[src/rtl/mvm_accum_if.sv]
// Bundles the MVM accumulator's control, input-beat and result-stream signals.
// master drives beats and oready; slave is the accumulator itself.
interface mvm_accum_if #(
  parameter int IWIDTH     = 32,
  parameter int OWIDTH     = 32,
  parameter int FIFO_DEPTH = 4,
  parameter int ROWW       = 10
);
  localparam int CW = $clog2(FIFO_DEPTH) + 1;

  logic              clear;
  logic              ivalid;
  logic [IWIDTH-1:0] idata;
  logic              accum_first;
  logic              accum_last;
  logic              ovalid;
  logic [OWIDTH-1:0] odata;
  logic [ROWW-1:0]   orow;
  logic              oready;
  logic [CW-1:0]     count;
  logic              busy;
  logic              ovf_err;
  logic              seq_err;
  logic              drop_err;

  modport master (
    output clear, ivalid, idata, accum_first, accum_last, oready,
    input  ovalid, odata, orow, count, busy, ovf_err, seq_err, drop_err
  );

  modport slave (
    input  clear, ivalid, idata, accum_first, accum_last, oready,
    output ovalid, odata, orow, count, busy, ovf_err, seq_err, drop_err
  );
endinterface

[src/rtl/mvm_accum.sv]
// Sums framed signed partial products per output row and queues each finished
// sum with its row tag in a small FIFO; framing, overflow and drops raise sticky flags.
module mvm_accum #(
  parameter int IWIDTH     = 32,
  parameter int OWIDTH     = 32,
  parameter int FIFO_DEPTH = 4,
  parameter int ROWW       = 10
) (
  input  logic       clk,
  input  logic       rst,
  mvm_accum_if.slave acc_if
);
  localparam int AW = $clog2(FIFO_DEPTH);
  localparam int CW = AW + 1;
  localparam int EW = OWIDTH + ROWW;

  typedef enum logic {IDLE = 1'b0, ACCUM = 1'b1} state_e;

  state_e                   state_q, state_d;
  logic signed [OWIDTH-1:0] acc_q, acc_d;
  logic signed [OWIDTH-1:0] sext_in, sum;
  logic [ROWW-1:0]          row_q;
  logic [AW-1:0]            wr_ptr_q, rd_ptr_q;
  logic [CW-1:0]            count_q, count_d;
  logic                     ovf_q, seq_q, drop_q;
  logic                     push, ovf_set, seq_set;
  logic                     pop, full, wr_en, drop;
  logic [EW-1:0]            mem_q [FIFO_DEPTH];
  logic [EW-1:0]            head;

  assign sext_in = OWIDTH'($signed(acc_if.idata));
  assign sum     = acc_q + sext_in;

  always_comb begin
    state_d = state_q;
    acc_d   = acc_q;
    push    = 1'b0;
    ovf_set = 1'b0;
    seq_set = 1'b0;
    if (acc_if.ivalid) begin
      if (acc_if.accum_first) begin
        // A first beat always (re)opens a row; an abandoned open row is an error.
        seq_set = (state_q == ACCUM);
        acc_d   = sext_in;
        if (acc_if.accum_last) begin
          push    = 1'b1;
          state_d = IDLE;
        end else begin
          state_d = ACCUM;
        end
      end else if (state_q == IDLE) begin
        seq_set = 1'b1;
      end else begin
        acc_d   = sum;
        ovf_set = (acc_q[OWIDTH-1] == sext_in[OWIDTH-1]) &&
                  (sum[OWIDTH-1] != acc_q[OWIDTH-1]);
        if (acc_if.accum_last) begin
          push    = 1'b1;
          state_d = IDLE;
        end
      end
    end
  end

  // A pop frees the slot in the same cycle, so push-while-full-and-popping is not a drop.
  assign pop     = (count_q != '0) && acc_if.oready;
  assign full    = (count_q == CW'(FIFO_DEPTH));
  assign wr_en   = push && (!full || pop);
  assign drop    = push && full && !pop;
  assign count_d = count_q + CW'(wr_en) - CW'(pop);

  always_ff @(posedge clk or posedge rst) begin
    if (rst) begin
      state_q  <= IDLE;
      acc_q    <= '0;
      row_q    <= '0;
      wr_ptr_q <= '0;
      rd_ptr_q <= '0;
      count_q  <= '0;
      ovf_q    <= 1'b0;
      seq_q    <= 1'b0;
      drop_q   <= 1'b0;
    end else if (acc_if.clear) begin
      state_q  <= IDLE;
      acc_q    <= '0;
      row_q    <= '0;
      wr_ptr_q <= '0;
      rd_ptr_q <= '0;
      count_q  <= '0;
      ovf_q    <= 1'b0;
      seq_q    <= 1'b0;
      drop_q   <= 1'b0;
    end else begin
      state_q <= state_d;
      acc_q   <= acc_d;
      count_q <= count_d;
      if (push) row_q <= row_q + ROWW'(1);
      if (wr_en) wr_ptr_q <= wr_ptr_q + AW'(1);
      if (pop) rd_ptr_q <= rd_ptr_q + AW'(1);
      ovf_q  <= ovf_q | ovf_set;
      seq_q  <= seq_q | seq_set;
      drop_q <= drop_q | drop;
    end
  end

  always_ff @(posedge clk or posedge rst) begin
    if (rst) begin
      for (int i = 0; i < FIFO_DEPTH; i++) mem_q[i] <= '0;
    end else if (!acc_if.clear && wr_en) begin
      mem_q[wr_ptr_q] <= {acc_d, row_q};
    end
  end

  // Head is masked while empty so stale entries never appear on the bus.
  assign head            = (count_q != '0) ? mem_q[rd_ptr_q] : '0;
  assign acc_if.ovalid   = (count_q != '0);
  assign acc_if.odata    = head[EW-1:ROWW];
  assign acc_if.orow     = head[ROWW-1:0];
  assign acc_if.count    = count_q;
  assign acc_if.busy     = (state_q == ACCUM);
  assign acc_if.ovf_err  = ovf_q;
  assign acc_if.seq_err  = seq_q;
  assign acc_if.drop_err = drop_q;
endmodule

[src/flat_wrapper.sv]
// flat-port wrapper written by rule: the top's interface ports become plain ports
module mvm_accum_flat 
#(
  parameter int IWIDTH     = 32,
  parameter int OWIDTH     = 32,
  parameter int FIFO_DEPTH = 4,
  parameter int ROWW       = 10
)
  (clk, rst, acc_if_clear, acc_if_ivalid, acc_if_idata, acc_if_accum_first, acc_if_accum_last, acc_if_oready, acc_if_ovalid, acc_if_odata, acc_if_orow, acc_if_count, acc_if_busy, acc_if_ovf_err, acc_if_seq_err, acc_if_drop_err);
  mvm_accum_if #(.IWIDTH(IWIDTH), .OWIDTH(OWIDTH), .FIFO_DEPTH(FIFO_DEPTH), .ROWW(ROWW)) acc_if_i ();
  input  logic clk;
  input  logic rst;
  input wire logic [$bits(acc_if_i.clear)-1:0] acc_if_clear;
  input wire logic [$bits(acc_if_i.ivalid)-1:0] acc_if_ivalid;
  input wire logic [$bits(acc_if_i.idata)-1:0] acc_if_idata;
  input wire logic [$bits(acc_if_i.accum_first)-1:0] acc_if_accum_first;
  input wire logic [$bits(acc_if_i.accum_last)-1:0] acc_if_accum_last;
  input wire logic [$bits(acc_if_i.oready)-1:0] acc_if_oready;
  output wire logic [$bits(acc_if_i.ovalid)-1:0] acc_if_ovalid;
  output wire logic [$bits(acc_if_i.odata)-1:0] acc_if_odata;
  output wire logic [$bits(acc_if_i.orow)-1:0] acc_if_orow;
  output wire logic [$bits(acc_if_i.count)-1:0] acc_if_count;
  output wire logic [$bits(acc_if_i.busy)-1:0] acc_if_busy;
  output wire logic [$bits(acc_if_i.ovf_err)-1:0] acc_if_ovf_err;
  output wire logic [$bits(acc_if_i.seq_err)-1:0] acc_if_seq_err;
  output wire logic [$bits(acc_if_i.drop_err)-1:0] acc_if_drop_err;
  assign acc_if_i.clear = acc_if_clear;
  assign acc_if_i.ivalid = acc_if_ivalid;
  assign acc_if_i.idata = acc_if_idata;
  assign acc_if_i.accum_first = acc_if_accum_first;
  assign acc_if_i.accum_last = acc_if_accum_last;
  assign acc_if_i.oready = acc_if_oready;
  assign acc_if_ovalid = acc_if_i.ovalid;
  assign acc_if_odata = acc_if_i.odata;
  assign acc_if_orow = acc_if_i.orow;
  assign acc_if_count = acc_if_i.count;
  assign acc_if_busy = acc_if_i.busy;
  assign acc_if_ovf_err = acc_if_i.ovf_err;
  assign acc_if_seq_err = acc_if_i.seq_err;
  assign acc_if_drop_err = acc_if_i.drop_err;
  mvm_accum #(.IWIDTH(IWIDTH), .OWIDTH(OWIDTH), .FIFO_DEPTH(FIFO_DEPTH), .ROWW(ROWW)) u_core (.clk(clk), .rst(rst), .acc_if(acc_if_i));
endmodule
[config.mk]
export PLATFORM = sky130hd
export DESIGN_NAME = mvm_accum_flat
export DESIGN_NICKNAME = d
export VERILOG_FILES = /design/src/rtl/mvm_accum_if.sv /design/src/rtl/mvm_accum.sv /design/src/flat_wrapper.sv
export SDC_FILE = /design/constraint.sdc
export NUM_CORES = 1
export LEC_CHECK = 0
export BUFFER_PORTS_ARGS = -buffer_cell sky130_fd_sc_hd__buf_2
export CAP_MARGIN = 20
export CORE_MARGIN = 3
export CORE_UTILIZATION = 40
export DETAILED_ROUTE_END_ITERATION = 8
export GPL_TIMING_DRIVEN = 0
export PLACE_DENSITY = 0.7
export SLEW_MARGIN = 20
export SYNTH_ARGS = -nofsm -noshare
export SYNTH_HDL_FRONTEND = slang
export SYNTH_SLANG_ARGS = --single-unit
[constraint.sdc]
create_clock -name clk -period 7.04 [get_ports clk]
set_clock_uncertainty 0.1 [all_clocks]
set_input_delay 0.704 -clock clk [delete_from_list [all_inputs] [get_ports clk]]
set_output_delay 0.704 -clock clk [all_outputs]
set_load 0.03 [all_outputs]
==> run metrics <==
worst max-slew margin expressed relative to the limit=between 20% and 30%; antenna violations before repair=0; share of post-route cells with drive strength above 1=approximately a fifth; max capacitance violation total=0; share of synthesized cell area in full adder, half adder and majority cells=between 4 and 5%; number of levels the H-tree was split into=1; Period Utilization, post-route=a little over three fifths; count of flip-flops with a built-in enable after synthesis=0; relative contribution of combinational cells to total power=between 30 and 40%; Nets=roughly 1,400; via count of the first global-routing pass=about 10,000; kind of critical path=register to primary output; Final Hold Fails=0; Worst EP required=about 6.2 ns; post-synthesis simple-gate area fraction=15.40%; clock period minus final worst setup slack=between 4 and 5 ns; final core utilization=approximately 47%; Row Count=63; fill cell instance count of the final layout=2,796; Top FF cell, synth=dfrtp_1; detailed-router iteration count before antenna repair=5; final number of max-transition violations=0; clock tree sinks=~220; Worst-path clk slew=0.06 ns; design internal power=2.544 mW; cells resized by post-CTS repair=0; Final ANT Viol Nets=0; maximum vdd ir drop=~0.00026 V; data arrival at the endpoint of the critical path=approximately 3.6 ns; clock buffers created by TritonCTS=24; register area share after synthesis=44.69%; io pins=89; placer's final routability congestion estimate=0.9742; cell types occupying the most area after synthesis=dfrtp_1 (45%), mux4_2 (7.6%), mux2_2 (6.4%), nand2_1 (5.2%), o21ai_0 (3.9%); Mapped Cells=roughly 1,200; via-per-instance ratio=roughly 5.9; maximum number of pins on one net before global-route repair=slightly below 90; setup-violating endpoint count in the final report=0; sw power=1.327 mW; total leakage power=between 6 and 7 nW; asr flop ratio synth=100.0%; Skew-Pair Late Insertion Delay=between 0.5 and 0.6 ns; RSZ-0062 raised after global routing=false; ratio of total power to cell area=approximately 270 nW/um^2; #FFs+latches synth=221; part of the power in the clock network=about a third; mux share of post-synthesis cell area=14.50%; CTS tree=done; top cell type by total area after synthesis=dfrtp_1; GRT Residual Overflow=0; combinational family with the most area after synthesis=compound AO/OA/AOI/OAI gates; proportion of power drawn by flip-flops and latches=a little under two fifths; antenna cell count=0; die area=33,090 sq um; yosys synthesis warning count=0; share of the synthesized area in the top cell type=roughly 45%; Sw Share=about 34%; GRT Util Overall=22.20%; type of element capturing the critical path=primary output; Post CTS Setup Buffer Count=0; xor and xnor fraction of the mapped netlist area=between 2 and 2.5%; Std-Cell Core Area=about 30,000 sq um; effective utilization at floorplan=41.21%; DPL Wire Length=approximately 27,000 microns; most frequently used cell type in the post-synthesis netlist=dfrtp_1; most numerous cell types in the synthesized netlist=dfrtp_1 (221), nand2_1 (170), o21ai_0 (96), nor2_1 (89), mux2_2 (70); wire length of the first global-routing pass=roughly 58,000 microns; highest net fanout along the worst path=10; root buffer cell=clkbuf_16; drt drc=0; Least-Margin Pin Slew=about 1.1 ns; Die X=181.9 microns; nature of the critical path startpoint=register; per-instance average area after synthesis=roughly 10 sq um; IO buf count=85; Clock Path Buffers=3; Avg WL per Cell=21.18 microns; wirelength, routed=36,900 microns; outcome=complete, no violations; number of hold buffers added after cts=0; compound-gate portion of the synthesized area=15.60%; min setup slack post-route=2.602 ns; number of nets produced by synthesis=between 1,000 and 1,500; Die Ht=between 150 and 200 microns; class of the tightest hold or removal check=input pin to async pin; Detailed Route Iter0 Violations=between 1,000 and 1,500; layout overhead on the synthesized area=14.08%; Post-Synthesis Cell Area=around 12,000 sq um; total number of vias=roughly 10,000; highest clock frequency the design can meet=between 0.2 and 0.25 GHz; number of distinct library cell variants in the gate-level netlist after synthesis=about 70; pre-CTS setup slack=between 3 and 4 ns
==> registers in the layout, summed over array words and instances, names as in the netlist <==
name                    count
u_core.mem_q              168
u_core.acc_q               32
u_core.row_q               10
u_core.acc_if.count         3
u_core.rd_ptr_q             2
u_core.wr_ptr_q             2
u_core.acc_if.busy          1
u_core.acc_if.drop_err      1
u_core.acc_if.ovf_err       1
u_core.acc_if.seq_err       1
==> cells in the final DEF (no fill, tap or decap), types with 14 or more instances in the layout <==
cell type  count
nand3_1       20
and2_1        51
xnor2_1       18
mux2_2        70
a21oi_1       60
ha_1          38
nand2_1      170
clkbuf_16     24
o22ai_1       18
nand4_1       14
clkbuf_1      69
inv_1         21
nor3_1        19
nor2b_1       14
mux4_2        42
o21ai_0       96
dfrtp_1      221
buf_2         96
xor2_1        15
nor2_1        89
==> power groups by stage <==
stage / logic (mW) / clock network (mW) / registers (mW)
global placement: 1.14 / 0 / 1.48
floorplan: 0.808 / 0 / 1.48
detailed placement: 1.16 / 0 / 1.48
global route: 1.27 / 1.31 / 1.48
finish: 1.17 / 1.24 / 1.46
CTS: 1.17 / 1.26 / 1.46
==> critical path, stage by stage, from the launching register on <==
cell,delay [ns]
dfrtp_1,0.33
clkbuf_1,0.45
buf_1,0.85
clkbuf_1,0.65
mux4_2,0.43
and2_1,0.20
buf_2,0.18
==> stage by stage <==
step	instances	cell area (sq um)	TNS (ns)	hold slack (ns)	total power, mW
global route	1742	14120	0	0.1632	4.053
finish	1742	14120	0	0.1211	3.871
detailed placement	1701	13350	0	0.3616	2.646
CTS	1742	14120	0	0.1314	3.894
global placement	1699	13290	-514.03	0.3567	2.617
floorplan	1224	12380	0	0.3405	2.285
==> area by class of cell <==
type,count,area (sq um),area share (%)
Clock inverter,10,117.6,0.8330
Clock buffer,31,646.9,4.582
Tap cell,390,488.0,3.456
Sequential cell,221,5530,39.17
Buffer,82,322.8,2.286
Multi-Input combinational cell,897,6435,45.58
Inverter,24,97.59,0.6912
Timing Repair Buffer,87,480.5,3.403
==> routing by layer <==
| metal | vias to the layer above | wire, microns | track usage, % |
|---|---|---|---|
| met5 | - | 0 | 0 |
| met4 | 0 | 1217 | 7.221 |
| met3 | 73 | 3078 | 4.627 |
| met2 | 406 | 16740 | 34.42 |
| met1 | 5129 | 15860 | 31.23 |
| li1 | 4637 | - | - |
==> kinds of logic after synthesis <==
logic type | count (synthesis)
and+or+nand+nor | 412
muxes | 118
buffers and inverters | 106
adders and majority gates | 40
xor gates and xnor gates | 33
DFF | 221
AOI/OAI and AO/OA | 294
==> final timing paths <==
kind / start / cells after the start / slack, ns / end
min in group clk: acc_if_accum_last / 2 / 0.33 / u_core.acc_if.busy$_DFFE_PP0P_
worst min register to register: u_core.mem_q[144]$_DFFE_PP0P_ / 2 / 0.37 / u_core.mem_q[144]$_DFFE_PP0P_
worst max-delay path: u_core.rd_ptr_q[0]$_DFFE_PP0P_ / 6 / 2.60 / acc_if_odata[29]
worst max register to register: u_core.acc_if.busy$_DFFE_PP0P_ / 7 / 3.39 / u_core.mem_q[66]$_DFFE_PP0P_
max in group asynchronous: rst / 3 / 5.91 / u_core.mem_q[40]$_DFFE_PP0P_
worst min-delay path: rst / 2 / 0.12 / u_core.mem_q[140]$_DFFE_PP0P_
(Power assumes the default switching activity.)
